<file path="src/rtl/line_sum_generator.sv">
`default_nettype none
// ============================================================================
// Module      : line_sum_generator
// Description : Accumulates per-line sums of I, I*I and T[k]*I over a raster
//               frame, presenting registered results once per completed line.
//   Ports:
//     CLK                     - single clock, rising edge
//     reset                   - asynchronous, active-high reset
//     start                   - one-cycle frame start / abort request
//     pixel_valid             - pixel_in / template_pixel_in valid
//     pixel_ready             - block accepts a pixel (high while ACCUM)
//     pixel_in                - image pixel I (unsigned)
//     template_pixel_in[k]    - co-located template pixels T[k]
//     I_out_line_sum          - sum of I over last completed line
//     I_square_out_line_sum   - sum of I*I over last completed line
//     T_x_I_out_lines_sum[k]  - sum of T[k]*I over last completed line
//     line_sum_valid          - one-cycle pulse: new line sums present
//     frame_done              - one-cycle pulse with the final line's sums
// Revision    : 1.0 - initial release
// ============================================================================
module line_sum_generator #(
    parameter int LINE_SIZE     = 640,
    parameter int NUM_OF_LINES  = 480,
    parameter int PIXEL_SIZE    = 8,
    parameter int NUM_TEMPLATES = 4,
    localparam int SW           = $clog2(LINE_SIZE) + 2 * PIXEL_SIZE
) (
    input  logic                  CLK,
    input  logic                  reset,
    input  logic                  start,
    input  logic                  pixel_valid,
    output logic                  pixel_ready,
    input  logic [PIXEL_SIZE-1:0] pixel_in,
    input  logic [PIXEL_SIZE-1:0] template_pixel_in [NUM_TEMPLATES],
    output logic [SW-1:0]         I_out_line_sum,
    output logic [SW-1:0]         I_square_out_line_sum,
    output logic [SW-1:0]         T_x_I_out_lines_sum [NUM_TEMPLATES],
    output logic                  line_sum_valid,
    output logic                  frame_done
);

    localparam int PCW = (LINE_SIZE > 1) ? $clog2(LINE_SIZE) : 1;
    localparam int LCW = (NUM_OF_LINES > 1) ? $clog2(NUM_OF_LINES) : 1;
    localparam int PW  = 2 * PIXEL_SIZE;
    localparam logic [PCW-1:0] PIX_LAST  = PCW'(LINE_SIZE - 1);
    localparam logic [LCW-1:0] LINE_LAST = LCW'(NUM_OF_LINES - 1);

    typedef enum logic [0:0] {
        IDLE  = 1'b0,
        ACCUM = 1'b1
    } state_t;

    state_t           state_q, state_d;
    logic [PCW-1:0]   pix_cnt_q, pix_cnt_d;
    logic [LCW-1:0]   line_cnt_q, line_cnt_d;
    logic [SW-1:0]    i_sum_q, i_sum_d;
    logic [SW-1:0]    sq_sum_q, sq_sum_d;
    logic [SW-1:0]    txi_sum_q [NUM_TEMPLATES];
    logic [SW-1:0]    txi_sum_d [NUM_TEMPLATES];
    logic [SW-1:0]    i_out_q, i_out_d;
    logic [SW-1:0]    sq_out_q, sq_out_d;
    logic [SW-1:0]    txi_out_q [NUM_TEMPLATES];
    logic [SW-1:0]    txi_out_d [NUM_TEMPLATES];
    logic             valid_q, valid_d;
    logic             done_q, done_d;

    // Partial sums including the current pixel
    logic [PW-1:0]    sq_prod;
    logic [SW-1:0]    i_acc;
    logic [SW-1:0]    sq_acc;
    logic [SW-1:0]    txi_acc [NUM_TEMPLATES];

    // Operands widened first so the product keeps its full 2*PIXEL_SIZE width
    assign sq_prod = {{PIXEL_SIZE{1'b0}}, pixel_in} * {{PIXEL_SIZE{1'b0}}, pixel_in};
    assign i_acc   = i_sum_q + SW'(pixel_in);
    assign sq_acc  = sq_sum_q + SW'(sq_prod);

    generate
        for (genvar k = 0; k < NUM_TEMPLATES; k++) begin : g_tmpl
            logic [PW-1:0] txi_prod;
            assign txi_prod   = {{PIXEL_SIZE{1'b0}}, template_pixel_in[k]} *
                                {{PIXEL_SIZE{1'b0}}, pixel_in};
            assign txi_acc[k] = txi_sum_q[k] + SW'(txi_prod);
        end
    endgenerate

    always_comb begin
        state_d    = state_q;
        pix_cnt_d  = pix_cnt_q;
        line_cnt_d = line_cnt_q;
        i_sum_d    = i_sum_q;
        sq_sum_d   = sq_sum_q;
        txi_sum_d  = txi_sum_q;
        i_out_d    = i_out_q;
        sq_out_d   = sq_out_q;
        txi_out_d  = txi_out_q;
        valid_d    = 1'b0;
        done_d     = 1'b0;

        case (state_q)
            IDLE: begin
                if (start) begin
                    state_d    = ACCUM;
                    pix_cnt_d  = '0;
                    line_cnt_d = '0;
                    i_sum_d    = '0;
                    sq_sum_d   = '0;
                    txi_sum_d  = '{default: '0};
                end
            end
            ACCUM: begin
                if (start) begin
                    // Abort: restart the frame, the partial line is dropped
                    pix_cnt_d  = '0;
                    line_cnt_d = '0;
                    i_sum_d    = '0;
                    sq_sum_d   = '0;
                    txi_sum_d  = '{default: '0};
                end else if (pixel_valid) begin
                    if (pix_cnt_q == PIX_LAST) begin
                        // Last pixel: publish and restart with no bubble
                        i_out_d   = i_acc;
                        sq_out_d  = sq_acc;
                        txi_out_d = txi_acc;
                        valid_d   = 1'b1;
                        pix_cnt_d = '0;
                        i_sum_d   = '0;
                        sq_sum_d  = '0;
                        txi_sum_d = '{default: '0};
                        if (line_cnt_q == LINE_LAST) begin
                            done_d     = 1'b1;
                            state_d    = IDLE;
                            line_cnt_d = '0;
                        end else begin
                            line_cnt_d = line_cnt_q + 1'b1;
                        end
                    end else begin
                        pix_cnt_d = pix_cnt_q + 1'b1;
                        i_sum_d   = i_acc;
                        sq_sum_d  = sq_acc;
                        txi_sum_d = txi_acc;
                    end
                end
            end
            default: state_d = IDLE;
        endcase
    end

    always_ff @(posedge CLK or posedge reset) begin
        if (reset) begin
            state_q    <= IDLE;
            pix_cnt_q  <= '0;
            line_cnt_q <= '0;
            i_sum_q    <= '0;
            sq_sum_q   <= '0;
            txi_sum_q  <= '{default: '0};
            i_out_q    <= '0;
            sq_out_q   <= '0;
            txi_out_q  <= '{default: '0};
            valid_q    <= 1'b0;
            done_q     <= 1'b0;
        end else begin
            state_q    <= state_d;
            pix_cnt_q  <= pix_cnt_d;
            line_cnt_q <= line_cnt_d;
            i_sum_q    <= i_sum_d;
            sq_sum_q   <= sq_sum_d;
            txi_sum_q  <= txi_sum_d;
            i_out_q    <= i_out_d;
            sq_out_q   <= sq_out_d;
            txi_out_q  <= txi_out_d;
            valid_q    <= valid_d;
            done_q     <= done_d;
        end
    end

    assign pixel_ready           = (state_q == ACCUM);
    assign I_out_line_sum        = i_out_q;
    assign I_square_out_line_sum = sq_out_q;
    assign T_x_I_out_lines_sum   = txi_out_q;
    assign line_sum_valid        = valid_q;
    assign frame_done            = done_q;

endmodule
`default_nettype wire

</file>
<file path="config.mk">
export PLATFORM = sky130hd
export DESIGN_NAME = line_sum_generator
export DESIGN_NICKNAME = d
export VERILOG_FILES = /design/src/rtl/line_sum_generator.sv
export SDC_FILE = /design/constraint.sdc
export NUM_CORES = 2
export LEC_CHECK = 0
export ABC_AREA = 1
export CORE_MARGIN = 2
export CORE_UTILIZATION = 58
export CTS_CLUSTER_DIAMETER = 120
export DETAILED_ROUTE_END_ITERATION = 12
export PLACE_DENSITY = 0.81
export SYNTH_ARGS = -nofsm -noshare
export SYNTH_HDL_FRONTEND = slang
export SYNTH_SLANG_ARGS = --single-unit
export TNS_END_PERCENT = 50
</file>
<file path="constraint.sdc">
create_clock -name CLK -period 16.6 [get_ports CLK]
set_input_delay 3.32 -clock CLK [delete_from_list [all_inputs] [get_ports CLK]]
set_output_delay 3.32 -clock CLK [all_outputs]
set_load 0.01 [all_outputs]
</file>
# ---- Word-level counts from Yosys, hierarchy flattened
# Cells that the tools add are included.
dict set report word_totals {
  inputBits 44
  regBits 334
  out_inout_bits 159
  word_cells 80
}
dict set report op_classes {
  add_sub_neg 8
  n_mul 5
  n_mux 40
  reduce_logical 3
  n_bitwise 2
  n_eq_ne 5
}
# cell count
set ops {}
lappend ops {{2-to-1 mux 104 bit} 4}
lappend ops {{one-hot mux 104 bit (2 select lines)} 1}
lappend ops {{2-to-1 mux 26 bit} 7}
lappend ops {{adder 26 x 16 -> 26 bit} 5}
lappend ops {{one-hot mux 26 bit (2 select lines)} 2}
lappend ops {{multiplier 8 x 8 -> 16 bit} 5}
lappend ops {{2-to-1 mux 9 bit} 5}
lappend ops {{2-to-1 mux 10 bit} 4}
lappend ops {{adder 26 x 8 -> 26 bit} 1}
lappend ops {{one-hot mux 10 bit (2 select lines)} 1}
lappend ops {{one-hot mux 9 bit (2 select lines)} 1}
lappend ops {{2-to-1 mux 1 bit} 14}
lappend ops {{adder 10 x 1 -> 10 bit, second input constant} 1}
lappend ops {{== test 10 bit, second input constant} 1}
lappend ops {{adder 9 x 1 -> 9 bit, second input constant} 1}
lappend ops {{== test 9 bit, second input constant} 1}
lappend ops {{AND reduction 4 bit} 1}
lappend ops {{!= test 3 x 2 -> 1 bit, second input constant} 1}
lappend ops {{!= test 3 bit, second input constant} 1}
lappend ops {{AND reduction 3 bit} 1}
lappend ops {{!= test 2 bit, second input constant} 1}
lappend ops {{NOT 1 bit} 2}
lappend ops {{one-hot mux 1 bit (2 select lines)} 1}
lappend ops {{AND reduction 2 bit} 1}

# ---- Depth between registers and ports, before layout
dict set report logic_depth {
  word_depth 6
  ltp_mapped 27
  mapped_depth_nobuf 25
}

# ---- Least setup slack after synthesis
# OpenSTA, ideal clock, no wires.
dict set report synth_timing {
  path_type {input to register}
  startpoint {input pixel_in[0]}
  endpoint {register txi_sum_q[65] in the netlist's numbering}
  arrival_ps 7180
  cell_stages 20
  setup_time_ps 130
  path_slack_ps 9289
  t_required_ps 16470
  path_buffers 2
  path_cell_list {clkbuf_1 -> clkbuf_1 -> nand2_1 -> fa_1 -> inv_1 -> fa_1 -> fa_1 -> inv_1 -> fa_1 -> inv_1 -> ha_1 -> nand2_1 -> inv_1 -> nand2_1 -> nand2_1 -> nand2_1 -> nand3_1 -> or2_2 -> nand3_1 -> o21ai_0}
}
dict set report synth_between {
  elab_chain_len 6
}
# element line_no
set synth_rtl {}
lappend synth_rtl {{start, declared} 33} ;# input logic [PIXEL_SIZE-1:0] pixel_in,
lappend synth_rtl {{multiplier 8 x 8 -> 16 bit} 81} ;# assign txi_prod = {{PIXEL_SIZE{1'b0}}, template_pixel_in[k]} *
lappend synth_rtl {{adder 26 x 16 -> 26 bit} 83} ;# assign txi_acc[k] = txi_sum_q[k] + SW'(txi_prod);
lappend synth_rtl {{2-to-1 mux 104 bit} 120} ;# if (pix_cnt_q == PIX_LAST) begin
lappend synth_rtl {{2-to-1 mux 104 bit} 119} ;# end else if (pixel_valid) begin
lappend synth_rtl {{2-to-1 mux 104 bit} 112} ;# if (start) begin
lappend synth_rtl {{one-hot mux 104 bit (2 select lines)} 100} ;# case (state_q)
lappend synth_rtl {{end signal, assigned} 168} ;# txi_sum_q <= txi_sum_d;
lappend synth_rtl {{end, declared} 58} ;# logic [SW-1:0] txi_sum_q [NUM_TEMPLATES];
# No other way between the ends. The select of a mux whose other input is x is not followed.
# A chain may end at the register's enable or synchronous reset.

# ---- Worst setup path after layout
dict set report layout_timing {
  startpoint {input pixel_in[3]}
  endpoint {register txi_out_q (netlist bit T_x_I_out_lines_sum[99])}
}
dict set report layout_between {
  elab_chain_len 2
}
# element line_no
set layout_rtl {}
lappend layout_rtl {{multiplier 8 x 8 -> 16 bit} 81}
lappend layout_rtl {{adder 26 x 16 -> 26 bit} 83}
lappend layout_rtl {{end signal, assigned} 171} ;# txi_out_q <= txi_out_d;
lappend layout_rtl {{end, declared} 62} ;# logic [SW-1:0] txi_out_q [NUM_TEMPLATES];
# No other way between the ends.

==> results.tsv <==
metric	value	unit
prevailing post-synth register cell	dfrtp_1	
Tmin final	7600	ps
number of port buffers	202	
Yosys reg bits	334	
# rows	83	
Final GP Congestion	0.965	
grt ovf	0	
Sw Share	0.479	
first-pass GRT wire length	126000	um
final setup fails	0	
post-synth top area share	0.280	
Netlist cell types	37	
final hold vios	0	
CP Data Arrival Time	8070	ps
P_sw	2.21	mW
Least-Margin Pin Slew	1100	ps
Lkg Pwr	19.3	nW
worst IR drop on VDD	98.0	uV
die area	53300	sq um
Final Cycle Share	0.458	
GRT Util Overall	0.294	
met2 GRT Util	0.478	
NumNets Final	4743	
sequential share of power	0.197	
worst endpoint required time	17060	ps
Slew Limit Fails	0	
most instantiated library cell after synthesis	nand2_1	
Max Cap Violations	0	
number of global-route vias before repair	25200	
initial antenna violation count	6	
sequential area share after synthesis	0.280	
DRC	0	
register clock-pin slew on the reported worst setup and hold paths	60	ps
number of synthesized flops with an enable pin	0	
hold_ws	476	ps
setup TNS	0	ps
P_int	2.40	mW
Synth Area per Inst	7.25	sq um
Clock Tree Root	clkbuf_16	
met3 Resource Use GR	0.0509	
M1 GR Usage	0.401	
area grow syn2layout	12.2	%
Post-Syn Instances	4121	
CTS buffer count	41	
pwr dens	138	nW/um^2
post-route ant nets	0	
1st-iter DRT viols	2032	
crit path capture type	register	
critical path's top delay family	adder cells	
Critical Path Start Type	input pin	
clock sink count	334	
area of the multi-input gates	17300	sq um
Yosys warning count	0	
critical path type	input pin to register	
top cells by area, synth	dfrtp_1 (28%), nand2_1 (17%), fa_1 (16%)	
Placed Area	32100	sq um
clk buf depth	3	
CTS tree	done	
HP Class	register to register	
final wirelength	76100	um
gr busiest metal	met2	
IO Pins	203	
ratio of cells with drive above 1 in the final layout	0.0276	
Setup Buffers After CTS	0	
core area	51100	sq um
post-synth top area cell	dfrtp_1	
Finished Cell Area	33500	sq um
fmax	132	MHz
FF+latch area	8360	sq um
H-tree depth	2	
initial core utilization	0.584	
Mapped Nets	4618	
relative slew slack	0.265	
Via Count	25600	
most used cell, CP	nand2_1	
Initial DRT Pass Iterations	7	
part of the power in combinational logic	0.601	
Die Height	231	um
Vias/cell	5.16	
mapped cell area	29900	sq um
Finished Core Util	0.656	
placed wire-length estimate	55500	um
unrepaired setup endpoints after global routing	no	
post-cts resize count	0	
slowest stage delay, CP	780	ps
Clk network pwr share	0.202	
Clock Latency Late Sink	580	ps
Fillers	4552	
worst-path maximum fanout	41	
CTS Hold Bufs	0	
Async S/R FF share, synth	1.00	
Worst path slowest cell	buf_2	
status	finished clean	
Cell Chain, Critical Path	buf_2 -> nand2_1 -> fa_1 -> inv_1 -> fa_1 -> fa_1 -> inv_1 -> fa_1 -> inv_1 -> ha_1 -> nand2_1 -> nor2_1 -> nand3_1 -> nand3_1 -> nand2_1 -> nand2_1 -> nand2_1 -> nand3_1 -> nand2_1	
placed insts	4883	
Die W	231	um
largest net degree at the start of global routing	102	
worst path bufs/invs	4	
Routed WL per cell	15.4	um
synth cell count leaders	nand2_1 (1383), inv_1 (941), dfrtp_1 (334), nand3_1 (287), fa_1 (238)	
fin cells	4958	
Fin Clk Skew	22.3	ps
-- registers in the layout, indices dropped and copies added, names as in the netlist, 9 cells and up --
register and flops:
line_cnt_q 9, I_square_out_line_sum 26, i_sum_q 26, I_out_line_sum 26
sq_sum_q 26, T_x_I_out_lines_sum 104, txi_sum_q 104, pix_cnt_q 10
-- cells in the final DEF, fill, tap and decap left out, drive strengths merged, types with 14 or more instances in the layout --
| cell | synthesis | routed |
|---|---|---|
| nand2 | 1384 | 1384 |
| inv | 942 | 943 |
| clkbuf | 87 | 49 |
| a21oi | 40 | 40 |
| nor3 | 18 | 18 |
| ha | 215 | 215 |
| nor2 | 188 | 188 |
| nand4 | 28 | 28 |
| dfrtp | 334 | 334 |
| clkinv | 1 | 15 |
| o22ai | 41 | 41 |
| nand3b | 30 | 30 |
| xnor2 | 42 | 42 |
| buf | 49 | 24 |
| fa | 238 | 238 |
| clkdlybuf4s50 | 0 | 194 |
| or2 | 14 | 14 |
| o21ai | 156 | 156 |
| nand3 | 287 | 287 |
-- logic make-up (layout without fill, tap and decap cells) --
family | count (synthesis) | in the layout | synth area share
xor+xnor | 54 | 54 | 0.0158
compound gates | 243 | 243 | 0.0437
simple gates | 1957 | 1957 | 0.267
flops | 334 | 334 | 0.280
fa+ha+maj | 453 | 453 | 0.250
mux | 1 | 1 | 0.000335
other cells | 0 | 4 | 0
buf+inv | 1079 | 1232 | 0.143
-- worst register-to-register path, stage by stage, from the launching register on --
cell     delay [ps]
dfrtp_1         320
inv_1            70
fa_1            550
inv_1            50
fa_1            500
inv_1            60
fa_1            500
fa_1            500
inv_1            50
ha_1            360
nand2_1         100
nand3_1         230
nand2_1         100
nand2_1         170
nand3_1         160
nand2_1         100
nand2_1          70
nand3_1          90
nand2_1          80
-- metal layers --
metal,share of wire,vias to the layer above
met3,0.063,148
met4,0.030,4
met2,0.47,769
li1,-,12600
met5,0.00026,-
met1,0.44,12100
-- area by class of cell --
type                       instances  area share
clock inverter                    22     0.00896
sequential                       334       0.250
clock buffer                      49      0.0321
tap                              680      0.0254
inverter                         943       0.106
multi-input combinational       2708       0.515
timing repair buffer             218      0.0628
antenna                            4    0.000299
-- power by group through the flow --
| stage | Sequential [mW] | Combinational, mW | Clock (mW) |
|---|---|---|---|
| floorplan | 0.914 | 2.08 | 0 |
| CTS | 0.907 | 2.77 | 0.952 |
| detailed placement | 0.921 | 2.74 | 0 |
| global placement | 0.920 | 2.68 | 0 |
| finish | 0.907 | 2.77 | 0.932 |
| global route | 0.914 | 3.16 | 0.987 |
-- final timing paths --
| check | slack, ps | startpoint | endpoint | cells after the start |
|---|---|---|---|---|
| worst min-delay path | 480 | txi_sum_q[40] | txi_sum_q[40] | 2 |
| worst max-delay path | 9000 | pixel_in[3] | T_x_I_out_lines_sum[99] | 19 |
| min in group asynchronous | 3270 | reset | txi_sum_q[42] | 2 |
| worst min register to register | 480 | txi_sum_q[40] | txi_sum_q[40] | 2 |
| max in group asynchronous | 11240 | reset | I_out_line_sum[0] | 4 |
| worst max register to register | 12420 | txi_sum_q[58] | T_x_I_out_lines_sum[69] | 18 |
-- metrics by stage --
step	setup WS, ps	total power, mW
global route	8770	5.07
global placement	8590	3.60
floorplan	4030	2.99
detailed placement	8520	3.67
CTS	9120	4.63
finish	9000	4.61
(Power assumes the default switching activity.)
